--- config.mk ---
export PLATFORM = sky130hd
export DESIGN_NAME = zif_pulse_sched
export DESIGN_NICKNAME = d
export VERILOG_FILES = /design/src/rtl/zif_pulse_sched.sv
export SDC_FILE = /design/constraint.sdc
export NUM_CORES = 1
export LEC_CHECK = 0
export BUFFER_PORTS_ARGS = -buffer_cell sky130_fd_sc_hd__buf_4
export CELL_PAD_IN_SITES_DETAIL_PLACEMENT = 2
export CELL_PAD_IN_SITES_GLOBAL_PLACEMENT = 2
export CORE_ASPECT_RATIO = 1.5
export CORE_MARGIN = 2
export CORE_UTILIZATION = 40
export CTS_CLUSTER_SIZE = 30
export DETAILED_ROUTE_END_ITERATION = 16
export PLACE_DENSITY_LB_ADDON = 0.1
export SETUP_SLACK_MARGIN = 0.3
export SLEW_MARGIN = 20
export SYNTH_ARGS = -nofsm -noshare
export SYNTH_HDL_FRONTEND = slang
export SYNTH_SLANG_ARGS = --single-unit
--- constraint.sdc ---
create_clock -name osc -period 6 [get_ports osc]
set_input_delay 0.3 -clock osc [delete_from_list [all_inputs] [get_ports osc]]
set_output_delay 0.3 -clock osc [all_outputs]
set_load 0.1 [all_outputs]
--- src/rtl/zif_pulse_sched.sv ---
// zif_pulse_sched: queued sequencer that drives timed level/oe patterns onto ZIF pin groups.
// Defining ZIF_PULSE_SCHED_COUNT_EN adds an 8-bit done_count output.
module zif_pulse_sched #(
  parameter int unsigned DEPTH    = 4,
  parameter int unsigned PRESCALE = 24,
  parameter int unsigned USEC_W   = 12
) (
  input  logic                    osc,
  input  logic                    rst_n,
  input  logic                    cmd_valid,
  output logic                    cmd_ready,
  input  logic [7:0]              cmd_level,
  input  logic [7:0]              cmd_oe,
  input  logic [USEC_W-1:0]       cmd_usec,
  input  logic                    abort,
  output logic [7:0]              zif_out,
  output logic [7:0]              zif_oe,
  output logic                    busy,
  output logic                    done,
`ifdef ZIF_PULSE_SCHED_COUNT_EN
  output logic [7:0]              done_count,
`endif
  output logic [$clog2(DEPTH):0]  fifo_level
);

  localparam int unsigned AW = $clog2(DEPTH);
  localparam int unsigned PW = (PRESCALE > 1) ? $clog2(PRESCALE) : 1;
  localparam logic [PW-1:0] PreLoad = PW'(PRESCALE - 1);

  typedef enum logic [0:0] {StIdle, StHold} state_e;

  logic [7:0]        r_mem_level [DEPTH];
  logic [7:0]        r_mem_oe    [DEPTH];
  logic [USEC_W-1:0] r_mem_usec  [DEPTH];
  logic [AW-1:0]     r_wptr;
  logic [AW-1:0]     r_rptr;
  logic [AW:0]       r_count;
  logic [AW:0]       w_count_d;
  logic              w_full;
  logic              w_empty;
  logic              w_push;
  logic              w_pop;

  state_e            r_state;
  state_e            w_state_d;
  logic [PW-1:0]     r_pre;
  logic [PW-1:0]     w_pre_d;
  logic [USEC_W-1:0] r_us;
  logic [USEC_W-1:0] w_us_d;
  logic [7:0]        r_out;
  logic [7:0]        w_out_d;
  logic [7:0]        r_oe;
  logic [7:0]        w_oe_d;
  logic              w_expire;
  logic              w_done;

  assign w_full    = (r_count == (AW+1)'(DEPTH));
  assign w_empty   = (r_count == '0);
  // Readiness uses pre-edge occupancy; abort blocks pushes in its own cycle.
  assign cmd_ready = !w_full && !abort;
  assign w_push    = cmd_valid && cmd_ready;

  always_comb begin
    w_count_d = r_count;
    if (w_push && !w_pop) begin
      w_count_d = r_count + (AW+1)'(1);
    end else if (w_pop && !w_push) begin
      w_count_d = r_count - (AW+1)'(1);
    end
  end

  always_ff @(posedge osc) begin
    if (w_push) begin
      r_mem_level[r_wptr] <= cmd_level;
      r_mem_oe[r_wptr]    <= cmd_oe;
      r_mem_usec[r_wptr]  <= cmd_usec;
    end
  end

  always_ff @(posedge osc or negedge rst_n) begin
    if (!rst_n) begin
      r_wptr  <= '0;
      r_rptr  <= '0;
      r_count <= '0;
    end else if (abort) begin
      r_wptr  <= '0;
      r_rptr  <= '0;
      r_count <= '0;
    end else begin
      if (w_push) r_wptr <= r_wptr + AW'(1);
      if (w_pop)  r_rptr <= r_rptr + AW'(1);
      r_count <= w_count_d;
    end
  end

  // A zero us count is only ever seen when the command was loaded with usec==0.
  assign w_expire = (r_us == '0) || ((r_us == USEC_W'(1)) && (r_pre == '0));

  always_comb begin
    w_state_d = r_state;
    w_pre_d   = r_pre;
    w_us_d    = r_us;
    w_out_d   = r_out;
    w_oe_d    = r_oe;
    w_pop     = 1'b0;
    w_done    = 1'b0;
    if (abort) begin
      w_state_d = StIdle;
      w_oe_d    = '0;
      w_pre_d   = '0;
      w_us_d    = '0;
    end else begin
      unique case (r_state)
        StIdle: begin
          if (!w_empty) begin
            w_pop     = 1'b1;
            w_state_d = StHold;
          end
        end
        StHold: begin
          if (w_expire) begin
            w_done = 1'b1;
            if (!w_empty) begin
              w_pop = 1'b1;
            end else begin
              w_state_d = StIdle;
            end
          end else if (r_pre == '0) begin
            w_pre_d = PreLoad;
            w_us_d  = r_us - USEC_W'(1);
          end else begin
            w_pre_d = r_pre - PW'(1);
          end
        end
        default: w_state_d = StIdle;
      endcase
      if (w_pop) begin
        w_out_d = r_mem_level[r_rptr];
        w_oe_d  = r_mem_oe[r_rptr];
        w_us_d  = r_mem_usec[r_rptr];
        w_pre_d = PreLoad;
      end
    end
  end

  always_ff @(posedge osc or negedge rst_n) begin
    if (!rst_n) begin
      r_state <= StIdle;
      r_pre   <= '0;
      r_us    <= '0;
      r_out   <= '0;
      r_oe    <= '0;
    end else begin
      r_state <= w_state_d;
      r_pre   <= w_pre_d;
      r_us    <= w_us_d;
      r_out   <= w_out_d;
      r_oe    <= w_oe_d;
    end
  end

`ifdef ZIF_PULSE_SCHED_COUNT_EN
  logic [7:0] r_done_cnt;

  always_ff @(posedge osc or negedge rst_n) begin
    if (!rst_n) begin
      r_done_cnt <= '0;
    end else if (abort) begin
      r_done_cnt <= '0;
    end else if (w_done) begin
      r_done_cnt <= r_done_cnt + 8'd1;
    end
  end

  assign done_count = r_done_cnt;
`endif

  assign zif_out    = r_out;
  assign zif_oe     = r_oe;
  assign busy       = !w_empty || (r_state != StIdle);
  assign done       = w_done;
  assign fifo_level = r_count;

endmodule

## Yosys cells after proc, flatten, opt, wreduce, memory -nomap -nowiden

Memory sizes are Yosys's and may differ from the RTL's. A register that Yosys moved wholly into a read port is not among the register bits.
Index checks and enable logic that the tools add are counted.

| storage, ports and cells | value |
|---|---|
| register bits after elaboration | 33 |
| bits in latches | 0 |
| bits in writable memories | 112 |
| memory bits (read-only) | 0 |
| input port bits | 32 |
| memories | 3 |

| operators by class | value |
|---|---|
| add/sub/neg operators | 6 |
| multipliers | 0 |
| divide/modulo/power cells | 0 |
| order comparisons | 0 |
| equal/unequal tests | 3 |
| shift-type cells | 0 |
| mux-type cells | 32 |
| bitwise operators | 2 |
| reduce and logical (&&, ||, !) cells | 25 |

Memory list:

| memory | words | bits a word | rd ports | clocked after memory_dff | write ports | RTL line | source |
|---|---|---|---|---|---|---|---|
| r_mem_usec | 4 | 12 | 1 | 0 | 1 | 34 | `logic [USEC_W-1:0] r_mem_usec [DEPTH];` |
| r_mem_level | 4 | 8 | 1 | 1 | 1 | 32 | `logic [7:0] r_mem_level [DEPTH];` |
| r_mem_oe | 4 | 8 | 1 | 0 | 1 | 33 | `logic [7:0] r_mem_oe [DEPTH];` |

Operator list:

| operator | count |
|---|---|
| $mux W12 | 5 |
| $mux W5 | 5 |
| $mux W8 | 2 |
| $eq A12 B1 Y1 const B | 1 |
| $logic_not A12 Y1 | 1 |
| $sub A12 B1 Y12 const B | 1 |
| $mux W1 | 11 |
| $mux W3 | 3 |
| $reduce_bool A3 Y1 | 3 |
| $mux W2 | 4 |
| $logic_not A1 Y1 | 6 |
| $reduce_bool A2 Y1 | 3 |
| $logic_and A1 B1 Y1 | 5 |
| $logic_not A5 Y1 | 1 |
| $sub A5 B1 Y5 const B | 1 |
| $add A2 B1 Y2 const B | 2 |
| $pmux W1 S2 | 2 |
| $reduce_and A2 Y1 | 2 |
| $add A3 B1 Y3 const B | 1 |
| $eq A3 B3 Y1 const B | 1 |
| $logic_not A3 Y1 | 1 |
| $ne A3 B2 Y1 const B | 1 |
| $reduce_and A3 Y1 | 1 |
| $sub A3 B1 Y3 const B | 1 |
| other kinds (2) | 4 |

## Logic depth before layout (Yosys ltp)

Gate-level depths: netlist of run 1.

| logic depth | value |
|---|---|
| depth after elaboration | 11 |
| mapped depth | 12 |
| gate-level depth less buffers | 11 |

## Worst setup path before layout of run 1

Ideal clock, no wire load.

| timing path | value |
|---|---|
| path type | reg-to-output |
| from | register r_us[2] |
| to | output port done |
| data arrival time | 3.514 ns |
| required time | 5.700 ns |
| setup slack | 2.186 ns |
| cell stages (with the launch flop) | 5 |
| path buffers | 0 |
| path through | dfrtp_1 or4_1 nor4_1 nand2_1 nor3_1 |

| between the ends | value |
|---|---|
| word-level cells in the longest chain between the ends | 6 |
| elaborated cells between the ends (all ways) | 7 |

Ends and longest elaborated chain:

| element | RTL line | source |
|---|---|---|
| start, declared | 48 | `logic [USEC_W-1:0] r_us;` |
| start signal, assigned | 156 | `r_us <= w_us_d;` |
| $eq A12 B1 Y1 | 97 | `assign w_expire = (r_us == '0) \|\| ((r_us == USEC_W'(1)) && (r_pre == '0));` |
| $logic_and A1 B1 Y1 | 97 |  |
| $logic_or A1 B1 Y1 (*) | 97 |  |
| $mux W1 (*) | 121 | `if (w_expire) begin` |
| $mux W1 (*) | 113 | `unique case (r_state)` |
| $mux W1 (*) | 107 | `if (abort) begin` |
| end, declared | 19 | `output logic done,` |

Mark *: on every way between the ends. The rest lies on a longest branch, timed or not.

## Worst setup path in the final report of run 1

Same ends and word-level chain as after synthesis.

==> summary.txt, run 1 <==
Floorplan
  • Die Wd: 107.0 um
  • Die Ht: 158.5 um
  • Site row count: 56
  • Starting Density: 0.4074
  • IO Pins: 54
  • Core area: 15630 sq um
  • Total Die Area: ~17000 sq um

Finish
  • Diodes inserted: 0
  • Commonest non-fill, non-tap cell in the layout: edfxtp_1
  • Fin area: approximately 7600 sq um
  • Nets: around 480
  • Area Growth Syn to Fin: 19.30%
  • # fillers: 1465
  • Most frequent cells in the layout: edfxtp_1, buf_4, dfrtp_1
  • Share of cells above drive strength 1: 0.3033

Clock tree
  • Bufs on Longest Clock Path: 2
  • Post-CTS Hold Fix Bufs: 1
  • Clock Pin Slew Worst Setup and Hold Paths: roughly 70 ps
  • Clk Latency, worst-skew pair: 420 ps
  • Post-CTS resize count: 0
  • Post-CTS setup buffer count: 0
  • H-Tree Depth: 4
  • CTS tree: built
  • Clk root buf: clkbuf_16
  • CTS Buf Count: 17
  • Sink Count: ~150

Logic synthesis
  • Post-Synth Simple-Gate Area: 0.07626
  • Synth top area cells: edfxtp_1, dfrtp_1, mux4_2
  • Largest area contributor in the netlist: edfxtp_1
  • XOR/XNOR Fraction of Synth Area: 0.01651
  • Mean area per synthesized cell: between 15 and 20 sq um
  • Post-synthesis mux area share: 0.1291
  • Compound-Gate Fraction of Synth Area: 0.04697
  • Post-synthesis sequential area ratio: 0.6895
  • Largest family of logic cells by synthesized area: multiplexers
  • Syn_nets: ~420
  • Cell variety after synth: about 50
  • Yosys reg bits: between 150 and 200
  • Number of synthesis warnings: 0
  • Post-Syn Area: between 6000 and 7000 sq um
  • Synth Area in Adders: 0.02083
  • Area share of the largest cell type after synthesis: 0.5283
  • Mapped Cells: ~380

Pwr
  • Leak: between 2 and 3 nW
  • Worst VDD drop: 275.5 uV
  • Pwr/cell area: ~530 nW/um^2

Timing
  • Fin Setup TNS: 0 ps
  • Hold Fails Final Rpt: 0
  • Max_slew headroom: 0.4043
  • Final setup viols: 0
  • RSZ-0062 raised after global routing: no
  • Fmax: roughly 0.34 GHz
  • Least-Margin Pin Slew: 879.7 ps
  • Final clock period utilization by the worst path: 0.4923
  • Hold Slack: 68.32 ps
  • Final Skew: approximately 14 ps
  • Final min period: 2954 ps
  • Slew Viols, Final: 0

Drt
  • Vias: ~3600
  • Post-detailed-route count of antenna-violating nets: 0
  • Drt pass-1 iters: 4
  • Via-to-Cell Ratio: approximately 5.5
  • Final WL: approximately 14000 um
  • Drt wl/cell: about 22 um
  • Drt drc: 0
  • 1st-iter DRT viols: 160

Setup path
  • Cell Chain, Critical Path: or4_1 -> nor4_1 -> nand2_1 -> nor3_1 -> buf_4
  • Arr. time, crit path: 2650 ps
  • Critical path's largest stage delay: about 660 ps
  • Setup Crit Path Kind: reg2out
  • Reg2Reg Setup Slack: 3250 ps
  • CP Data Required Time: roughly 5700 ps
  • R2r endpoint: fifo_level[2]
  • Worst path slowest cell: or4_1
  • Crit end category: output pin
  • R2R depth: 9
  • Startpoint types: flop
  • Crit path max fanout: 6
  • Worst r2r src: r_us[2]

Min path
  • Hold Crit Depth: 1
  • Hold Crit Start: cmd_oe[1]
  • Hold crit path type: in2reg
  • Hold path endpoint: r_mem_oe[3][1]

Run
  • Maxcap violations: 0

Global routing
  • Largest net degree at the start of global routing: 42
  • GRT overflow: 0
  • Vias in the first global route: about 4100
  • First-pass GRT wire length: 23180 um
  • GRT Util Overall: 0.1859
  • Initial antenna violation count: 0

Placement
  • GP Congestion: between 0.7 and 0.8
  • DP HPWL: 8871 um
  • Port bufs: 53
  • Placed cell areas: 6988 sq um

Status
  • Status: complete, no violations
[synth_stat cells, drive strengths merged]
library cell  number
nand3              5
or4                6
a211oi            13
o21ai              3
nor3              11
a21oi              4
clkbuf             9
and2               5
or3b               1
mux4              28
or2                1
nand2             10
o311a              2
o32ai              2
ha                 9
nor4b              1
dfrtp             41
o21bai             1
a311oi             2
fa                 1
mux2i              9
nor2              33
o41ai              1
o31ai              2
nand2b             1
nor2b              1
nor4               9
buf                7
xor2               1
xnor2             11
o211ai             1
a21o               2
o221ai             1
edfxtp           112
inv               15
mux2               9
a211o              1
nand4              3
o311ai             1
or3                2
a31oi              2
[layer usage]
layer / vias to the layer above / part of all wire / track usage
li1: 1605 / - / -
met1: 1914 / 0.41 / 0.2277
met2: 56 / 0.55 / 0.3306
met3: 14 / 0.022 / 0.03807
met4: 0 / 0.012 / 0.05751
met5: - / 0 / 0
[power by group]
group | switching, mW | internal (mW)
clock | 0.480 | 0.598
sequential | 0.168 | 1.30
combinational | 0.989 | 0.476
total | 1.64 | 2.37
[worst max-delay path by stage]
stage                  from  cells after the start  slack (ps)            end
floorplan           r_us[2]                      4        2190           done
global route        r_us[2]                      5        2790           done
CTS                 r_us[2]                      5        2970           done
finish              r_us[2]                      5        3050           done
global placement    r_us[2]                      6        3330     zif_out[5]
detailed placement  r_us[2]                      9        3250  fifo_level[2]
[per-stage QoR]
step	util	power, mW	setup slack [ps]	instances
2_1_floorplan	-	2.598	2186	379
3_3_place_gp	0.4472	2.924	3327	625
3_5_place_dp	0.4472	2.964	3251	625
4_1_cts	0.4859	4.063	2966	658
5_1_grt	0.4861	4.212	2792	658
6_report	0.4861	4.010	3046	658
[logic make-up after synthesis]
| logic type | count (synthesis) |
|---|---|
| DFF | 153 |
| and+or+nand+nor | 89 |
| muxes | 46 |
| AOI/OAI and AO/OA | 38 |
| buffers and inverters | 31 |
| xor gates and xnor gates | 12 |
| adders and majority gates | 10 |
[cell type report]
class / count / area, sq um / area share
Tap cell: 203 / 254.0 / 0.03344
Clock buffer: 17 / 425.4 / 0.05601
Inverter: 15 / 56.30 / 0.007414
Timing Repair Buffer: 60 / 452.9 / 0.05964
Sequential cell: 153 / 4393 / 0.5784
Multi-Input combinational cell: 195 / 1844 / 0.2428
Clock inverter: 15 / 168.9 / 0.02224
[registers in the layout (all words and copies together) (netlist names)]
register	flops
r_mem_level	32
r_mem_usec	48
r_wptr	2
r_state	1
r_us	12
r_pre	5
zif_out	8
r_mem_oe	32
fifo_level	3
zif_oe	8
r_rptr	2
[worst max-delay path, delay by kind of cell, from the launching register on]
family	cells	cell delay [ps]
flops	1	430
simple gates	4	1470
buf+inv	1	320
Note: power is estimated with default switching activity, not from simulation.
==> run 2: changes to the inputs <==
clock period = 2.61 ns   (was 6 ns; I/O delays follow)
==> summary.txt, run 2 (synthesis results as in run 1) <==
Pwr
  • Worst VDD drop: between 700 and 800 uV
  • Pwr/cell area: approximately 1200 nW/um^2
  • Total power: 10.27 mW
  • Leak: 3.087 nW

Placement
  • Dpl cells: 640
  • GP Congestion: 0.7223
  • Placed cell areas: between 7000 and 8000 sq um
  • Port bufs: 53
  • DP HPWL: around 9500 um
  • Worst slack, placed: between 90 and 100 ps

Setup path
  • CP Data Required Time: approximately 2900 ps
  • Reg2Reg Setup Slack: roughly 32 ps
  • R2r endpoint: fifo_level[2]
  • Setup Crit Path Kind: reg2reg
  • Crit end category: flop
  • R2R depth: 9
  • Worst r2r src: r_us[2]
  • Startpoint types: flop
  • Crit path max fanout: 3
  • Arr. time, crit path: between 2000 and 3000 ps

Floorplan
  • IO Pins: 54
  • Die Wd: about 110 um
  • Core area: between 15000 and 20000 sq um
  • Site row count: 56
  • Total Die Area: around 17000 sq um
  • Starting Density: 0.4074
  • Die Ht: 158.5 um

Drt
  • Drt wl/cell: around 23 um
  • 1st-iter DRT viols: 132
  • Final WL: approximately 16000 um
  • Vias: about 3900
  • Via-to-Cell Ratio: roughly 5.4
  • Post-detailed-route count of antenna-violating nets: 0
  • Drt pass-1 iters: 4
  • Drt drc: 0

Finish
  • Final core utilization: 0.5400
  • Most frequent cells in the layout: edfxtp_1, buf_4, dfrtp_1
  • Largest register FFs: 48
  • Layout Cells excl Fill: between 700 and 800
  • Share of cells above drive strength 1: 0.3953
  • # fillers: roughly 1400
  • Nets: around 550
  • Diodes inserted: 0
  • Commonest non-fill, non-tap cell in the layout: edfxtp_1
  • Fin area: approximately 8400 sq um
  • Largest regs: r_mem_usec x48, r_mem_level x32, r_mem_oe x32
  • Area Growth Syn to Fin: 32.55%
  • Most flops, register: r_mem_usec

Min path
  • Hold Crit Start: cmd_valid
  • Hold crit path type: in2reg
  • Hold path endpoint: r_wptr[0]
  • Hold Crit Depth: 3

Clock tree
  • CTS Buf Count: 17
  • H-Tree Depth: 4
  • Bufs on Longest Clock Path: 2
  • Sink Count: approximately 150
  • Clk root buf: clkbuf_16
  • CTS tree: built
  • Clk Latency, worst-skew pair: 420 ps
  • Clock Pin Slew Worst Setup and Hold Paths: ~70 ps

Timing
  • Hold Fails Final Rpt: 0
  • Fin Setup TNS: 0 ps
  • Least-Margin Pin Slew: 662.0 ps
  • RSZ-0062 raised after global routing: yes
  • Final Skew: about 11 ps
  • Max_slew headroom: 0.5587
  • Final min period: ~2600 ps
  • Hold Slack: just over 80 ps
  • Final setup viols: 0
  • Fin worst setup slack: 32.30 ps
  • Slew Viols, Final: 0
  • Fmax: ~0.39 GHz
  • Final clock period utilization by the worst path: 0.9876

Global routing
  • Vias in the first global route: approximately 4400
  • GRT Util Overall: 0.1999
  • First-pass GRT wire length: between 20000 and 25000 um
  • Initial antenna violation count: 0
  • GRT overflow: 0
  • Largest net degree at the start of global routing: between 40 and 50

Status
  • Status: complete, no violations

Run
  • Maxcap violations: 0
[run 2: changes by cell type in the layout (fill, tap and decap cells not counted), moves of 5 or more]
cell | previous run | this run
dlygate4sd3_1 | 1 | 29
buf_4 | 59 | 80
nor2_1 | 32 | 23
buf_12 | 0 | 8
inv_8 | 7 | 1
nor2_2 | 0 | 6
and2_1 | 5 | 0
dfrtp_2 | 0 | 5
[run 2: final cells by class]
| type | count | area [sq um] | area share |
|---|---|---|---|
| Timing Repair Buffer | 121 | 1127 | 0.1336 |
| Sequential cell | 153 | 4395 | 0.5209 |
| Inverter | 15 | 56.30 | 0.006673 |
| Multi-Input combinational cell | 195 | 2024 | 0.2399 |
| Clock buffer | 19 | 432.9 | 0.05130 |
| Clock inverter | 13 | 147.6 | 0.01750 |
| Tap cell | 203 | 254.0 | 0.03010 |
[run 2: worst max-delay path, stage by stage (launching register included)]
cell and delay [ps]:
dfrtp_1 420, or4_4 590, o41ai_4 360, nand3_2 150, and2_4 180, fa_2 370, inv_2 80, or4_4 120
a21o_1 110, nand3_1 70
[run 2: repair_timing]
item / 4_1_cts / 5_1_grt
setup buffers: 8 / 8
gates resized for setup: 17 / 26
pin swaps: 5 / 6
gates cloned: 0 / 2
hold endpoints to repair: 153 / 0
hold buffers: 29 / 0
setup endpoints to repair: 15 / 31
[run 2: worst max-delay path by stage]
stage              from       endpoint  depth (start not counted)
2_1_floorplan   r_us[3]  fifo_level[2]                         10
3_3_place_gp    r_us[3]     zif_out[2]                          6
3_5_place_dp    r_us[3]  fifo_level[2]                          9
4_1_cts        r_us[10]  fifo_level[2]                          9
5_1_grt         r_us[2]  fifo_level[2]                          9
6_report        r_us[2]  fifo_level[2]                          9
[run 2: report_power, final]
| part | switching, mW | internal (mW) | leakage [nW] |
|---|---|---|---|
| logic | 2.73 | 1.76 | 1.28 |
| registers | 0.354 | 2.99 | 1.54 |
| clock network | 1.02 | 1.42 | 0.266 |
[run 2: routing by layer]
| layer | track usage | wire, um | up-vias |
|---|---|---|---|
| li1 | - | - | 1731 |
| met2 | 0.3761 | 9742 | 56 |
| met4 | 0.05504 | 221 | 0 |
| met5 | 0 | 0 | - |
| met1 | 0.2275 | 6169 | 2057 |
| met3 | 0.04339 | 328 | 19 |
==> run 3: changes to the inputs <==
CORE_MARGIN = 1.5   (was 2)
SLEW_MARGIN = default   (was 20)
==> summary.txt, run 3 (synthesis results as in run 1) <==
Status
  • Status: finished with violations
  • Failing checks: setup timing

Finish
  • # fillers: about 1300
  • Most flops, register: r_mem_usec
  • Largest regs: r_mem_usec x48, r_mem_level x32, r_mem_oe x32
  • Nets: roughly 550
  • Fin area: approximately 8600 sq um
  • Largest register FFs: 48
  • Area Growth Syn to Fin: 35.83%
  • Commonest non-fill, non-tap cell in the layout: edfxtp_1
  • Most frequent cells in the layout: edfxtp_1, buf_4, dfrtp_1
  • Share of cells above drive strength 1: 0.4170
  • Diodes inserted: 0

Setup path
  • CP Data Required Time: roughly 2900 ps
  • CP bufs+invs: 1
  • Crit end category: flop
  • CP top delay family: simple AND/OR/NAND/NOR gates
  • Worst path slowest cell: or4_4
  • Critical path's largest stage delay: just under 600 ps
  • Setup Crit Path Kind: reg2reg
  • Arr. time, crit path: between 2000 and 3000 ps
  • Crit path max fanout: 3
  • Startpoint types: flop
  • Cell Chain, Critical Path: or4_4 -> o41ai_4 -> nand3_2 -> and2_4 -> fa_2 -> inv_2 -> or4_4 -> a21o_1 -> nand3_1
  • Crit path top cell by count: or4_4

Timing
  • RSZ-0062 raised after global routing: yes
  • Final Skew: around 13 ps
  • Hold Slack: approximately 120 ps
  • Slew Viols, Final: 0
  • Final clock period utilization by the worst path: 1.004
  • Final min period: approximately 2600 ps
  • Fmax: between 0.3 and 0.4 GHz
  • Least-Margin Pin Slew: between 600 and 700 ps
  • Max_slew headroom: 0.5795
  • Fin worst setup slack: -10.54 ps
  • Hold Fails Final Rpt: 0
  • Final setup viols: 1

Pwr
  • Sw power: about 4.4 mW
  • Reg power frac: 0.299
  • Sw Share: 0.3977
  • Clock share of power: 0.236
  • P_int: around 6.7 mW
  • Leak: roughly 3.2 nW
  • Worst VDD drop: between 600 and 700 uV
  • Pwr/cell area: around 1300 nW/um^2
  • Comb pwr share: 0.465

Clock tree
  • Clock Pin Slew Worst Setup and Hold Paths: about 70 ps
  • H-Tree Depth: 4
  • Bufs on Longest Clock Path: 2
  • Clk Latency, worst-skew pair: approximately 420 ps
  • CTS tree: built
  • CTS Buf Count: 17
  • Clk root buf: clkbuf_16
  • Sink Count: 153

Drt
  • Drt wl/cell: ~24 um
  • Vias: around 4000
  • Drt drc: 0
  • 1st-iter DRT viols: just under 200
  • Post-detailed-route count of antenna-violating nets: 0
  • Via-to-Cell Ratio: between 5 and 6
  • Final WL: approximately 17000 um
  • Drt pass-1 iters: 4

Global routing
  • Largest net degree at the start of global routing: 42
  • Initial antenna violation count: 0
  • GRT overflow: 0
  • Vias in the first global route: 4471
  • GRT Util Overall: 0.2121
  • First-pass GRT wire length: about 26000 um

Floorplan
  • Die Ht: 157.5 um
  • Starting Density: 0.4074
  • IO Pins: 54
  • Die Wd: approximately 110 um
  • Site row count: 56
  • Total Die Area: between 15000 and 20000 sq um
  • Core area: between 15000 and 20000 sq um

Run
  • Maxcap violations: 0

Placement
  • DP HPWL: around 9500 um
  • Worst slack, placed: roughly 50 ps
  • GP Congestion: 0.7331
  • Placed cell areas: between 7000 and 8000 sq um
  • Port bufs: 53

Min path
  • Hold crit path type: in2reg
[run 3: worst paths after layout]
path | from | cells past startpoint | slack, ps | to
hold reg to reg | zif_out[6] | 1 | 520 | zif_out[6]
setup / recovery | r_us[9] | 9 | -10 | fifo_level[2]
setup reg to reg | r_us[9] | 9 | -10 | fifo_level[2]
hold / removal | cmd_valid | 3 | 120 | r_wptr[0]
max in group asynchronous | rst_n | 2 | 1890 | r_rptr[0]
min in group asynchronous | rst_n | 2 | 260 | r_pre[2]
[run 3: area by class of cell]
cell class              instances  area, sq um  share of cell area
clock buffers                  18        429.2             0.04963
clock inverters                14        185.2             0.02142
inverters                      15        56.30            0.006511
multi-input cells             195         2132              0.2466
flip-flops and latches        153         4394              0.5082
well taps                     203        254.0             0.02937
repair buffers                123         1196              0.1383
[run 3: stage by stage]
step / total power, mW / setup TNS, ps / utilization / cells
6_report: 11.04 / -10.54 / 0.5534 / 721
5_1_grt: 11.46 / -98.74 / 0.5534 / 721
4_1_cts: 10.33 / 0 / 0.5333 / 715
3_5_place_dp: 7.071 / 0 / 0.4594 / 640
3_3_place_gp: 6.978 / 0 / 0.4594 / 640
2_1_floorplan: 6.034 / 0 / - / 379
[run 3: worst min-delay path, stage by stage]
cell     delay, ps
buf_4          130
nand2_1        130
o21ai_0        100
[run 3: power by group through the flow]
stage          sequential, mW  combinational [mW]  clock, mW
2_1_floorplan            4.19                1.84          0
3_3_place_gp             3.31                3.67          0
3_5_place_dp             3.34                3.73          0
4_1_cts                  3.30                4.40       2.63
5_1_grt                  3.34                5.38       2.73
6_report                 3.30                5.14       2.61
[run 3: per-layer routing]
layer | vias up | part of all wire | global-route usage
li1 | 1737 | - | -
met1 | 2101 | 0.38 | 0.2385
met2 | 70 | 0.58 | 0.4094
met3 | 23 | 0.016 | 0.03064
met4 | 0 | 0.017 | 0.06628
met5 | - | 0 | 0
[run 3: what timing repair did]
action | in CTS | in global routing
gates resized for setup | 21 | 49
setup endpoints to repair | 16 | 50
hold endpoints to repair | 153 | 0
hold buffers | 29 | 0
pin swaps | 5 | 17
gates cloned | 2 | 4
buffers inserted | 12 | 2
